==> src/rtl/pwm.sv <==
// Single-ramp PWM generator. The period is 2^W-1 clocks and the duty request
// is sampled once per period so mid-period changes never truncate a pulse.
module pwm #(
  parameter int C_CLK_FRQ     = 100000000,
  parameter int C_LEVEL_WIDTH = 8
) (
  input  logic                     clk,
  input  logic                     rstb,
  input  logic [C_LEVEL_WIDTH-1:0] level,
  output logic                     out
);

  localparam int unsigned C_PERIOD = (1 << C_LEVEL_WIDTH) - 1;
  localparam logic [C_LEVEL_WIDTH-1:0] C_CNT_LAST = C_LEVEL_WIDTH'(C_PERIOD - 1);

  // The clock frequency only documents the resulting PWM rate.
  generate
    if (C_CLK_FRQ <= 0 || C_LEVEL_WIDTH < 1 || C_LEVEL_WIDTH > 16) begin : g_param_check
      $error("pwm: illegal parameter values");
    end
  endgenerate

  logic [C_LEVEL_WIDTH-1:0] cnt_q, cnt_d;
  logic [C_LEVEL_WIDTH-1:0] lvl_q, lvl_d;
  logic [C_LEVEL_WIDTH-1:0] cmp;
  logic                     out_q, out_d;

  // At cnt==0 the live level is compared directly so the new duty shows up
  // one clock after capture instead of one period later.
  always_comb begin
    lvl_d = lvl_q;
    cmp   = lvl_q;
    if (cnt_q == '0) begin
      lvl_d = level;
      cmp   = level;
    end
    out_d = (cnt_q < cmp);
    cnt_d = (cnt_q == C_CNT_LAST) ? '0 : cnt_q + C_LEVEL_WIDTH'(1);
  end

  always_ff @(posedge clk) begin
    if (rstb) begin
      cnt_q <= '0;
      lvl_q <= '0;
      out_q <= 1'b0;
    end else begin
      cnt_q <= cnt_d;
      lvl_q <= lvl_d;
      out_q <= out_d;
    end
  end

  assign out = out_q;

endmodule

==> config.mk <==
export PLATFORM = sky130hd
export DESIGN_NAME = pwm
export DESIGN_NICKNAME = d
export VERILOG_FILES = /design/src/rtl/pwm.sv
export SDC_FILE = /design/constraint.sdc
export NUM_CORES = 1
export LEC_CHECK = 0
export CORE_MARGIN = 2
export CORE_UTILIZATION = 51
export CTS_BUF_LIST = sky130_fd_sc_hd__clkbuf_4 sky130_fd_sc_hd__clkbuf_8
export CTS_CLUSTER_SIZE = 14
export DETAILED_ROUTE_END_ITERATION = 8
export MAX_ROUTING_LAYER = met4
export PLACE_DENSITY = 0.75
export SKIP_LAST_GASP = 1
export SLEW_MARGIN = 20
export SYNTH_ARGS = -nofsm -noshare
export SYNTH_HDL_FRONTEND = slang
export SYNTH_SLANG_ARGS = --single-unit
==> constraint.sdc <==
create_clock -name clk -period 2.97 [get_ports clk]
set_clock_uncertainty 0.1 [all_clocks]
set_input_delay 0.594 -clock clk [delete_from_list [all_inputs] [get_ports clk]]
set_output_delay 0.594 -clock clk [all_outputs]
set_load 0.05 [all_outputs]
* Word-level counts from Yosys, hierarchy flattened *
Index checks and enable logic that the tools add are counted.

operators by class
  $add $sub $neg = 1
  order comparisons = 1
  mux-type cells = 1
  reductions and logical operators = 2
  equality and inequality tests = 1

operators with widths
  operator             number
  $add 8x1->8 const B  1
  $eq 8x8->1 const B   1
  $logic_not 8->1      1
  $lt 8x8->1           1
  $mux 8               1
  $reduce_or 2->1      1

word-level totals
  register bits after elaboration = 17
  output and inout port bits = 1
  logic and storage cells = 9
  input bits = 10

* Logic depth before layout (Yosys ltp) *
Gate-level depths: netlist (run 1).

  word-level depth = 3
  depth in mapped cells = 10
  depth with buffers taken out = 9

* Worst setup path after synthesis (run 1) *
No wires, ideal clock.

  path type = register to register
  start point = register cnt_q[0]
  end point = register out_q (netlist: out)
  data arrival time = 2.110 ns
  buffers on the path = 1
  library setup time = 0.059 ns
  cell stages (with the launch flop) = 11
  clock period less this slack = 2.270 ns
  slack = 0.700 ns
  required time = 2.811 ns
  path through = dfxtp_1 inv_1 ha_1 nand3_1 buf_6 mux2i_1 ha_1 a21oi_1 nand2_1 a2111oi_0 o31a_1

on the way
  word-level cells in the longest chain between the ends = 3

RTL lines
  item                    RTL line  text
  from (decl)             23        logic [C_LEVEL_WIDTH-1:0] cnt_q, cnt_d;
  from (signal assigned)  47        cnt_q <= cnt_d;
  $logic_not 8->1         33        if (cnt_q == '0) begin
  $mux 8                  -
  $lt 8x8->1 *            37        out_d = (cnt_q < cmp);
  to (signal assigned)    49        out_q <= out_d;
  to (decl)               26        logic out_q, out_d;

Every way passes the cells marked *; elsewhere a longest branch is shown, timed or not.
A chain may end at the register's enable or synchronous reset.

* Worst setup path in the final report (run 1) *
Ends and elaborated chain as after synthesis.

==> load_flow_metrics.sql, run 1 <==
INSERT INTO impl_metrics (metric_group, metric, value, unit) VALUES
('run_status', 'outcome', 'completed', ''),
('global_route', 'first_pass_grt_wire_length', '2370', 'microns'),
('synth', 'total_number_of_yosys_warnings', '0', ''),
('sta', 'fmax', '372', 'MHz'),
('sta', 'min_period', '2.69', 'ns'),
('cts', 'cts_setup_buffers', '0', ''),
('floorplan', 'die-height', '44.4', 'microns'),
('cts', 'max-clock-path-buffers', '2', ''),
('sta', 'setup_violations', '0', ''),
('synth', 'ys_types', '19', ''),
('pwr', 'p_int', '352', 'uW'),
('cells_and_area', 'layout.cell_area.non_filler', '976', 'sq um'),
('placement', 'dp_hpwl', '1110', 'microns'),
('cts', 'cts_root_buf', 'sky130_fd_sc_hd__clkbuf_4', ''),
('placement', 'placed_area', '946', 'sq um'),
('critical_path', 'critPathKind', 'flip-flop to flip-flop', ''),
('placement', 'place.port_buffers', '10', ''),
('critical_path', 'cp_startpoint_kind', 'flip-flop', ''),
('synth', 'post_synth_inst_count', '86', ''),
('sta', 'rsz_0062_raised_after_global_routing', 'no', ''),
('cts', 'clock_tree.htree_level_count', '1', ''),
('cells_and_area', 'final_layout_size_suffix_gt1_share', '8.08', '%'),
('sta', 'timing_worst_slew_pin_value', '0.493', 'ns'),
('pwr', 'clkPwrFrac', '27.1', '%'),
('pwr', 'sequential_power_share', '52.5', '%'),
('cells_and_area', 'final.fill_count', '130', ''),
('cts', 'cts.sink_count', '17', ''),
('critical_path', 'crit_path_max_fanout', '6', ''),
('cts', 'cts_tree', 'done', ''),
('global_route', 'grt_start_max_net_pins', '11', ''),
('pwr', 'share_comb_of_total_power', '20.4', '%'),
('routing', 'drt_first_iter_violations', '7', ''),
('cts', 'cts_inserted_buffers', '3', ''),
('cts', 'clock_latency_reported_for_the_late_side_of_the_worst_skew_pair', '0.29', 'ns'),
('sta', 'final_sum_of_negative_setup_slack', '0', 'ns'),
('floorplan', 'io_pins', '11', ''),
('placement', 'gp_congestion', '0.840', ''),
('flow_run', 'timing.max_cap.violations', '0', ''),
('routing', 'remaining_drc_errors', '0', ''),
('cells_and_area', 'antenna_cells', '0', ''),
('critical_path', 'worstPathRequired', '3.11', 'ns'),
('cts', 'path_clk_slew', '0.09', 'ns'),
('critical_path', 'end_kind', 'flip-flop', ''),
('global_route', 'grt_residual_overflow', '0', ''),
('pwr', 'p_per_area', '493', 'nW/um^2'),
('sta', 'timing_max_transition_violations_final', '0', ''),
('global_route', 'grt_pass1_vias', '565', ''),
('routing', 'first_pass_iters', '4', ''),
('routing', 'via_count', '637', ''),
('critical_path', 'cp_max_stage_delay', '0.42', 'ns'),
('pwr', 'worst_supply_voltage_drop_on_vdd', '0.289', 'mV'),
('cts', 'post_cts.resized_instances', '0', ''),
('routing', 'wl', '1450', 'microns'),
('cells_and_area', 'final_cell_mix', 'sky130_fd_sc_hd__nor2_1 (17), sky130_fd_sc_hd__dfxtp_1 (17), sky130_fd_sc_hd__ha_1 (10), sky130_fd_sc_hd__clkdlybuf4s50_1 (10), sky130_fd_sc_hd__mux2i_1 (9)', ''),
('pwr', 'switchingPower', '129', 'uW'),
('cells_and_area', 'postLayoutCoreUtil', '64.0', '%'),
('critical_path', 'path_cells', 'inv_1 -> ha_1 -> nand3_1 -> buf_4 -> mux2i_1 -> ha_1 -> a21oi_1 -> a21oi_1 -> a2111oi_0 -> o31a_1', ''),
('floorplan', 'floorplan_row_count', '14', ''),
('floorplan', 'placeableCoreArea', '1520', 'sq um'),
('cells_and_area', 'area_growth', '17.1', '%'),
('routing', 'wl_per_cell', '12.6', 'microns'),
('global_route', 'antenna_found_initial', '0', ''),
('synth', 'synth_area', '833', 'sq um'),
('sta', 'slew-limit-headroom', '67.0', '%'),
('floorplan', 'fp.dieArea', '1970', 'sq um'),
('routing', 'via_per_inst', '5.54', ''),
('routing', 'ant_nets', '0', ''),
('sta', 'report.final.hold_viol_count', '0', ''),
('hold_path', 'hold_path.class', 'flip-flop to flip-flop', ''),
('cells_and_area', 'final_nets', '120', ''),
('synth', 'synth-seq-cells', '17', ''),
('pwr', 'sw_frac_of_total', '26.8', '%'),
('floorplan', 'initial_core_utilization', '54.7', '%'),
('synth', 'synth_area_per_cell', '9.69', 'sq um'),
('cts', 'hold_fix_buffer_count_after_cts', '0', ''),
('floorplan', 'die_width', '44.4', 'microns'),
('critical_path', 'cp_slowest_cell', 'sky130_fd_sc_hd__dfxtp_1', ''),
('global_route', 'global_route.usage.total', '17.4', '%'),
('pwr', 'power.static_leakage', '0.443', 'nW'),
('critical_path', 'critical_path_arrival', '2.83', 'ns'),
('synth', 'synth_seq_area_share', '40.8', '%'),
('synth', 'net_count_synth', '106', ''),
('sta', 'finalCritPeriodShare', '90.6', '%');
## cells in the mapped netlist
cell type | instances | area, sq um
sky130_fd_sc_hd__buf_1 | 1 | 3.75
sky130_fd_sc_hd__o31a_1 | 1 | 8.76
sky130_fd_sc_hd__nor4_2 | 1 | 12.5
sky130_fd_sc_hd__ha_1 | 10 | 125
sky130_fd_sc_hd__nor2_1 | 17 | 63.8
sky130_fd_sc_hd__and4_2 | 1 | 10.0
sky130_fd_sc_hd__a21oi_1 | 3 | 15.0
sky130_fd_sc_hd__and3_2 | 1 | 7.51
sky130_fd_sc_hd__mux2i_1 | 9 | 90.1
sky130_fd_sc_hd__dfxtp_1 | 17 | 340
sky130_fd_sc_hd__nand3_1 | 7 | 35.0
sky130_fd_sc_hd__inv_1 | 3 | 11.3
sky130_fd_sc_hd__buf_6 | 1 | 11.3
sky130_fd_sc_hd__a2111oi_0 | 1 | 8.76
sky130_fd_sc_hd__a41o_1 | 1 | 10.0
sky130_fd_sc_hd__nand2_1 | 4 | 15.0
sky130_fd_sc_hd__xor2_1 | 5 | 43.8
sky130_fd_sc_hd__nand4_1 | 2 | 12.5
sky130_fd_sc_hd__xnor2_1 | 1 | 8.76
## critical path: cells and delay by family (launching register included)
family / cells / cell delay, ns
compound gates: 4 / 0.86
fa+ha+maj: 2 / 0.50
flops: 1 / 0.42
buf+inv: 2 / 0.33
mux: 1 / 0.24
simple gates: 1 / 0.19
## path summary, 6_finish.rpt
kind / startpoint / end / slack [ns] / cells after the start
max: cnt_q[0] / out / 0.28 / 10
min: cnt_q[0] / cnt_q[0] / 0.40 / 1
max reg2reg: cnt_q[0] / out / 0.28 / 10
min reg2reg: cnt_q[0] / cnt_q[0] / 0.40 / 1
## cell type report
class | count | area [sq um] | share of cell area, %
Clock buffer | 4 | 30.0 | 3.08
Inverter | 3 | 11.3 | 1.15
Multi-Input combinational cell | 64 | 467 | 47.8
Sequential cell | 17 | 340 | 34.9
Tap cell | 16 | 20.0 | 2.05
Timing Repair Buffer | 11 | 108 | 11.0
## flip-flops by register name (all words and copies together) (netlist names)
name,flops
lvl_q,8
cnt_q,8
out,1
## cell families (layout without fill, tap and decap cells)
kind of cell	count (synthesis)	after routing	synth area share [%]
AND/OR/NAND/NOR	33	33	18.8
buffers and inverters	5	18	3.15
XOR/XNOR	6	6	6.31
flip-flops	17	17	40.8
multiplexers	9	9	10.8
AO/OA/AOI/OAI	6	6	5.11
adder cells (fa/ha/maj)	10	10	15.0
## power groups by stage
stage                     Combinational [mW]  Sequential (mW)  Clock [mW]
after detailed placement              0.0990            0.258           0
after floorplan                       0.0667            0.261           0
after CTS                             0.0990            0.253       0.136
final                                 0.0981            0.253       0.131
after global routing                   0.110            0.255       0.142
after global placement                0.0957            0.258           0
## per-layer routing
metal | part of all wire (%) | GRT usage [%] | vias up
met5 | 0 | - | -
met4 | 2.9 | 10.9 | 0
met2 | 44 | 26.8 | 19
li1 | - | - | 325
met1 | 47 | 21.1 | 288
met3 | 5.6 | 2.86 | 5
## through the flow
stage                     worst slack (ns)  cells  hold WS [ns]  power (mW)
after global placement               0.450    111         0.375       0.354
after detailed placement             0.348    111         0.384       0.357
after CTS                            0.271    115         0.408       0.488
final                                0.279    115         0.405       0.481
after floorplan                      0.700     86         0.353       0.328
after global routing                 0.115    115         0.431       0.507
No activity file was read; power rests on OpenSTA's default activity.
==> run 2, diff against run 1 <==
--- a/config.mk
+++ b/config.mk
@@ -8,6 +8,7 @@
 export CORE_MARGIN = 2
 export CORE_UTILIZATION = 51
 export CTS_BUF_LIST = sky130_fd_sc_hd__clkbuf_4 sky130_fd_sc_hd__clkbuf_8
+export CTS_CLUSTER_DIAMETER = 50
 export CTS_CLUSTER_SIZE = 14
 export DETAILED_ROUTE_END_ITERATION = 8
 export MAX_ROUTING_LAYER = met4
==> results of run 2 <==
No change in the layout: final DEF, timing and power equal those of run 1.
==> run 3, diff against run 2 <==
--- a/config.mk
+++ b/config.mk
@@ -11,6 +11,7 @@
 export CTS_CLUSTER_DIAMETER = 50
 export CTS_CLUSTER_SIZE = 14
 export DETAILED_ROUTE_END_ITERATION = 8
+export GPL_TIMING_DRIVEN = 0
 export MAX_ROUTING_LAYER = met4
 export PLACE_DENSITY = 0.75
 export SKIP_LAST_GASP = 1
==> run 3 against run 2 <==
  * First-iteration DRC count up 57%
  * Non-clock buffer count unchanged
  * Critical path depth unchanged
  * Fmax up 4.9%
  * Clock power down 3%
  * Power down 0.39%
  * Sequential power about the same
  * Combinational power up 2%
  * Core utilization down 0.16 points
  * Largest power group unchanged
==> load_flow_metrics.sql, run 3 (synthesis results as in run 1) <==
INSERT INTO impl_metrics (metric_group, metric, value, unit) VALUES
('cts', 'cts_inserted_buffers', '3', ''),
('routing', 'via_count', '635', ''),
('cells_and_area', 'final.fill_count', '131', ''),
('sta', 'post_route_worst_hold_slack', '0.398', 'ns'),
('cts', 'cts_tree', 'done', ''),
('pwr', 'p_per_area', '493', 'nW/um^2'),
('sta', 'timing_worst_slew_pin_value', '0.487', 'ns'),
('cts', 'post_cts.resized_instances', '0', ''),
('cells_and_area', 'multiInputGateArea', '467', 'sq um'),
('routing', 'wl', '1490', 'microns'),
('global_route', 'global_route.usage.total', '18.5', '%'),
('sta', 'min_period', '2.57', 'ns'),
('sta', 'setup_violations', '0', ''),
('cells_and_area', 'area_growth', '16.8', '%'),
('floorplan', 'die-height', '44.4', 'microns'),
('routing', 'via_per_inst', '5.52', ''),
('cells_and_area', 'final_nets', '120', ''),
('global_route', 'antenna_found_initial', '0', ''),
('critical_path', 'crit_path_max_fanout', '9', ''),
('placement', 'dp_hpwl', '1150', 'microns'),
('hold_path', 'worst_hold_path.num_cells', '1', ''),
('floorplan', 'fp.dieArea', '1970', 'sq um'),
('cells_and_area', 'antenna_cells', '0', ''),
('hold_path', 'hold_path.class', 'flip-flop to flip-flop', ''),
('floorplan', 'floorplan_row_count', '14', ''),
('hold_path', 'worstHoldEndpoint', 'cnt_q[0]', ''),
('cells_and_area', 'final-seq-area', '340', 'sq um'),
('flow_run', 'timing.max_cap.violations', '0', ''),
('critical_path', 'worstPathRequired', '3.10', 'ns'),
('cts', 'cts_setup_buffers', '0', ''),
('cts', 'clock_latency_reported_for_the_late_side_of_the_worst_skew_pair', '0.28', 'ns'),
('cts', 'max-clock-path-buffers', '2', ''),
('routing', 'drt_first_iter_violations', '11', ''),
('cells_and_area', 'postLayoutCoreUtil', '63.9', '%'),
('placement', 'gp_congestion', '0.819', ''),
('floorplan', 'io_pins', '11', ''),
('critical_path', 'end_kind', 'flip-flop', ''),
('cts', 'clock_tree.htree_level_count', '1', ''),
('floorplan', 'die_width', '44.4', 'microns'),
('floorplan', 'placeableCoreArea', '1520', 'sq um'),
('sta', 'timing_max_transition_violations_final', '0', ''),
('pwr', 'worst_supply_voltage_drop_on_vdd', '0.355', 'mV'),
('sta', 'rsz_0062_raised_after_global_routing', 'no', ''),
('hold_path', 'hold_wc_startpoint', 'cnt_q[0]', ''),
('sta', 'finalCritPeriodShare', '86.4', '%'),
('critical_path', 'r2r_cells', '10', ''),
('sta', 'final_sum_of_negative_setup_slack', '0', 'ns'),
('cts', 'hold_fix_buffer_count_after_cts', '0', ''),
('global_route', 'grt_pass1_vias', '626', ''),
('routing', 'first_pass_iters', '4', ''),
('global_route', 'grt_residual_overflow', '0', ''),
('global_route', 'grt_start_max_net_pins', '11', ''),
('sta', 'report.final.hold_viol_count', '0', ''),
('cts', 'cts.sink_count', '17', ''),
('global_route', 'first_pass_grt_wire_length', '2590', 'microns'),
('critical_path', 'critPathKind', 'flip-flop to flip-flop', ''),
('run_status', 'outcome', 'completed', ''),
('critical_path', 'r2r_start', 'cnt_q[0]', ''),
('critical_path', 'ff2ff_setup_slack', '0.40', 'ns'),
('routing', 'wl_per_cell', '12.9', 'microns'),
('routing', 'remaining_drc_errors', '0', ''),
('cts', 'path_clk_slew', '0.09', 'ns'),
('pwr', 'power.static_leakage', '0.441', 'nW'),
('placement', 'place.port_buffers', '9', ''),
('floorplan', 'initial_core_utilization', '54.7', '%'),
('critical_path', 'critical_path_arrival', '2.69', 'ns'),
('critical_path', 'cp_startpoint_kind', 'flip-flop', ''),
('cells_and_area', 'final_cell_mix', 'sky130_fd_sc_hd__nor2_1 (17), sky130_fd_sc_hd__dfxtp_1 (17), sky130_fd_sc_hd__ha_1 (10), sky130_fd_sc_hd__mux2i_1 (9), sky130_fd_sc_hd__clkdlybuf4s50_1 (9)', ''),
('cells_and_area', 'final_layout_size_suffix_gt1_share', '8.08', '%'),
('critical_path', 'crit_reg_reg_endpoint', 'out', ''),
('sta', 'slew-limit-headroom', '67.4', '%'),
('sta', 'fmax', '390', 'MHz'),
('routing', 'ant_nets', '0', ''),
('cts', 'cts_root_buf', 'sky130_fd_sc_hd__clkbuf_4', '');
## run 3: area by class of cell
class                   count  area share [%]
inverters                   3            1.16
well taps                  16            2.06
flip-flops and latches     17            35.0
multi-input cells          64            47.9
repair buffers              9            9.25
plain buffers               2            1.54
clock buffers               4            3.08
## run 3: worst max-delay path, cell delays in order, from the launching register on
cell and delay, ns:
sky130_fd_sc_hd__dfxtp_1 0.42, sky130_fd_sc_hd__inv_1 0.12, sky130_fd_sc_hd__ha_1 0.21, sky130_fd_sc_hd__nand3_1 0.08, sky130_fd_sc_hd__buf_6 0.16, sky130_fd_sc_hd__mux2i_1 0.26
sky130_fd_sc_hd__ha_1 0.30, sky130_fd_sc_hd__a21oi_1 0.18, sky130_fd_sc_hd__nand2_1 0.07, sky130_fd_sc_hd__a2111oi_0 0.41, sky130_fd_sc_hd__o31a_1 0.19
## run 3: how the worst max path moves through the flow
| stage | start | endpoint | slack, ns | cells past startpoint |
|---|---|---|---|---|
| after floorplan | cnt_q[0] | out | 0.70 | 10 |
| after global placement | cnt_q[0] | out | 0.47 | 10 |
| after detailed placement | cnt_q[0] | out | 0.44 | 10 |
| after CTS | cnt_q[0] | out | 0.42 | 10 |
| after global routing | cnt_q[0] | out | 0.20 | 10 |
| final | cnt_q[0] | out | 0.40 | 10 |
## run 3: power by group
part	leakage [nW]	total, mW	switching [mW]	internal, mW
clock network	0.0184	0.127	0.0655	0.0612
logic	0.283	0.0998	0.0516	0.0481
registers	0.140	0.253	0.00968	0.243
total	0.441	0.479	0.127	0.353
## run 3: per-layer routing
metal  global-route usage, %  part of all wire, %  up-vias
li1                        -                    -      325
met1                    20.1                   45      294
met2                    31.8                   49       14
met3                    5.31                  4.7        2
met4                    7.27                  1.1        0
met5                       -                    0        -
## run 3: through the flow
stage / std cells / area, sq um / power, mW / worst slack, ns
final: 115 / 973 / 0.479 / 0.405
after floorplan: 86 / 833 / 0.328 / 0.700
after detailed placement: 111 / 943 / 0.359 / 0.436
after global placement: 111 / 943 / 0.353 / 0.467
after CTS: 115 / 973 / 0.487 / 0.415
after global routing: 115 / 973 / 0.511 / 0.199
==> patch 1, RTL diff (flow settings as in run 2) <==
Register the output `out` once more; this adds one clock of latency there.
--- a/src/rtl/pwm.sv
+++ b/src/rtl/pwm.sv
@@ -51,5 +51,7 @@
   end
 
-  assign out = out_q;
+  always_ff @(posedge clk) begin
+    out <= out_q;
+  end
 
 endmodule
Check against the original RTL: not equivalent (a bounded check fails within 4 cycles, from zero or initial values and one cycle with rstb high).
==> patch 1 against run 2 <==
- synthesized area is 2.4% higher
- final cell count stayed put
- power is 0.85% higher
- design area is 1.3% higher
- combinational power is 0.8% higher
- wire length is 6.3% higher
- sequential share of layout area is 1.6 points higher
- sequential cell count is 1 higher
- setup slack better by 0.18 ns
- critical path type unchanged
- largest cell class unchanged
- largest power group unchanged
==> patch 1: results <==
group,metric,value,unit
worst_hold_path,min_path_type,"reg -> reg",
power,ir_worst_vdd,279,uV
synthesis,synth_xor_area_share,6.16,%
clock_tree,clkLatencyLatePin,0.29,ns
finish,final_nets,121,
synthesis,syn_nets,107,
synthesis,ys_warn_count,0,
critical_path,critPathArrivalTime,2.65,ns
clock_tree,cts_buffers,3,
finish,drive_gt1_share,7.07,%
place,dp_hpwl,1150,um
place,pre_cts_ws,0.471,ns
drt,dr.pass1.iters,4,
synthesis,ys.flop_type,"dfxtp_1",
clock_tree,cts_setup_buffers,0,
clock_tree,ctsResizeCount,0,
finish,reg.largest.list,"cnt_q: 8 flops, lvl_q: 8 flops",
synthesis,synthDistinctLibCells,19,
critical_path,crit_fanout,9,
finish,fillers,133,
drt,num_vias,644,
place,io_buffers,10,
global_route,grt_usage,19.9,%
clock_tree,cts_buffer_depth,2,
synthesis,synth_adder_area_share,14.7,%
power,p_leak,0.446,nW
worst_hold_path,holdPathStages,0,
clock_tree,path_clk_slew,0.10,ns
place,place.gp.congestion,0.817,
synthesis,synth_compound_area_share,4.99,%
synthesis,synth_top_family_by_area,"simple AND/OR/NAND/NOR gates",
global_route,grt_antenna_before_repair,0,
global_route,grt_pass1_vias,651,
critical_path,ff2ff_path_depth,10,
global_route,grt_max_degree,11,
drt,wl,1540,um
synthesis,async_flop_share,0,%
clock_tree,cts_root_buf,"clkbuf_4",
global_route,grt_pass1_wl,2750,um
place,place_area,966,um^2
critical_path,cpPeakStageDelay,0.43,ns
finish,diodes,0,
synthesis,synth_common_cells,"18 x dfxtp_1, 17 x nor2_1, 10 x ha_1",
timing,max-slew-margin-rel,67.2,%
critical_path,crit_slowest_cell,"dfxtp_1",
synthesis,yosys-top-cells-area,"dfxtp_1 42%, ha_1 15%, mux2i_1 11%",
clock_tree,htreeDepth,1,
outcome,outcome,"complete, no violations",
drt,drtIter0Drc,8,
synthesis,synthMuxAreaShare,10.6,%
power,power_switching,132,uW
synthesis,synth.yosys.seq_area_share,42.2,%
patch 1: worst paths after layout:
path         slack [ns]    end     start
max                0.46  out_q  cnt_q[0]
min                0.25    out     out_q
max reg2reg        0.46  out_q  cnt_q[0]
min reg2reg        0.25    out     out_q
patch 1: metrics by stage:
step	hold slack, ns	util, %	cells
after floorplan	0.210	-	87
after global placement	0.227	62.7	112
after detailed placement	0.227	62.7	112
after CTS	0.250	64.1	115
after global routing	0.257	64.1	115
final	0.245	64.1	115
patch 1: power by group through the flow:
| stage | Clock (mW) | Combinational, mW | Sequential (mW) |
|---|---|---|---|
| global placement | 0 | 0.0950 | 0.273 |
| detailed placement | 0 | 0.100 | 0.274 |
| floorplan | 0 | 0.0667 | 0.277 |
| CTS | 0.120 | 0.0998 | 0.269 |
| global route | 0.134 | 0.111 | 0.271 |
| finish | 0.118 | 0.0989 | 0.269 |
patch 1: kinds of logic (layout without fill, tap and decap cells):
logic type / after synthesis / after routing
xor+xnor: 6 / 6
buf+inv: 5 / 17
flops: 18 / 18
mux: 9 / 9
simple gates: 33 / 33
compound gates: 6 / 6
fa+ha+maj: 10 / 10
patch 1: final cells by class:
cell class / instances / area share (%)
multi-input cells: 64 / 47.2
flip-flops and latches: 18 / 36.5
repair buffers: 11 / 10.9
clock buffers: 3 / 2.28
well taps: 16 / 2.03
inverters: 3 / 1.14
patch 1: routing by layer:
layer  GRT usage, %  vias to the layer above  share of wire, %
li1               -                      325                 -
met1           22.6                      306                47
met2           31.6                       10                48
met3           4.80                        3               3.1
met4           11.8                        0               1.5
met5              -                        -                 0
patch 1: worst max-delay path: cells and delay by family (launching register included):
kind            cells  cell delay [ns]
buf+inv             2             0.32
simple gates        2             0.13
flops               1             0.43
fa+ha+maj           2             0.51
compound gates      3             0.71
mux                 1             0.26
==> patch 2, RTL diff (flow settings as in run 2) <==
Made on the original files. Set the parameter `C_LEVEL_WIDTH` to 9 (it was 8).
--- a/src/rtl/pwm.sv
+++ b/src/rtl/pwm.sv
@@ -3,5 +3,5 @@
 module pwm #(
   parameter int C_CLK_FRQ     = 100000000,
-  parameter int C_LEVEL_WIDTH = 8
+  parameter int C_LEVEL_WIDTH = 9
 ) (
   input  logic                     clk,
Ports: changed (resized level); port bits go from 11 to 12. No check against the original RTL was run, so the function may have changed too.
==> patch 2 against run 2 <==
- sequential cell count grew 2
- synthesized area grew 16%
- largest power group unchanged
- wire length grew 23%
- count of clock-buffer cells in the layout is the same
- design area grew 16%
- hold slack lost 0.016 ns
- highest routed layer is now met3
- die area grew 15%
- setup slack gained 0.14 ns
- fmax grew 5.6%
- power grew 11%
- clock power grew 5%
- utilization is essentially flat
==> patch 2: results <==
group,metric,value,unit
synthesis,synthDistinctLibCells,25,
drt,wl_met2,875,um
drt,wirelength_met1,854,um
global_route,use_met1,24.4,%
power,ir_worst_vdd,383,uV
critical_path,cpPeakStageDelay,0.37,ns
drt,vias_per_cell,5.31,
synthesis,yosys-top-cells-area,"dfxtp_1 39%, ha_1 14%, mux2i_1 8.3%",
timing,fin_hold_ws,0.389,ns
drt,wl,1790,um
global_route,grt_max_degree,12,
drt,dr.pass1.iters,4,
critical_path,rrSetupSlack,0.42,ns
outcome,outcome,"complete, no violations",
timing,layout_min_cycle_time,2.55,ns
place,place_area,1100,um^2
synthesis,synth_common_cells,"19 x dfxtp_1, 18 x nor2_1, 11 x ha_1",
drt,num_vias,722,
synthesis,synth_area_per_cell,9.89,um^2
global_route,grt_pass1_wl,2900,um
synthesis,async_flop_share,0,%
critical_path,crit_slowest_cell,"dfxtp_1",
place,dp_hpwl,1390,um
timing,worst_pin_slew,0.510,ns
place,io_buffers,11,
global_route,met3_usage,6.79,%
drt,drtIter0Drc,8,
place,place.gp.congestion,0.809,
synthesis,synth.yosys.seq_area_share,39.2,%
global_route,grt_pass1_vias,644,
global_route,grt_use_met2,30.0,%
drt,highest_layer,"met3",
synthesis,syn_nets,120,
critical_path,crit_top_cell,"ha_1",
place,dp.cells,132,
finish,drive_gt1_share,8.11,%
finish,fillers,161,
drt,wl_met3,60,um
global_route,grt_usage,19.4,%
clock_tree,cts_setup_buffers,0,
critical_path,critPathArrivalTime,2.67,ns
-- patch 2: power breakdown --
group | internal (mW) | switching [mW]
clock | 0.0615 | 0.0768
sequential | 0.272 | 0.0112
combinational | 0.0548 | 0.0580
-- patch 2: logic make-up after synthesis --
group | synth area share, %
AOI/OAI and AO/OA | 6.84
xor gates and xnor gates | 6.32
adders and majority gates | 14.2
buffers and inverters | 2.32
DFF | 39.2
muxes | 8.26
and+or+nand+nor | 22.8
-- patch 2: path summary, 6_finish.rpt --
path,start,to,cells after the start
max,cnt_q[0],out,10
min,lvl_q[0],lvl_q[0],2
max reg2reg,cnt_q[0],out,10
min reg2reg,lvl_q[0],lvl_q[0],2
-- patch 2: layout make-up --
type | instances | area (um^2) | share of cell area (%)
inverters | 3 | 11.3 | 0.997
flip-flops and latches | 19 | 380 | 33.7
multi-input cells | 74 | 567 | 50.2
clock buffers | 4 | 30.0 | 2.66
well taps | 25 | 31.3 | 2.77
repair buffers | 11 | 110 | 9.75
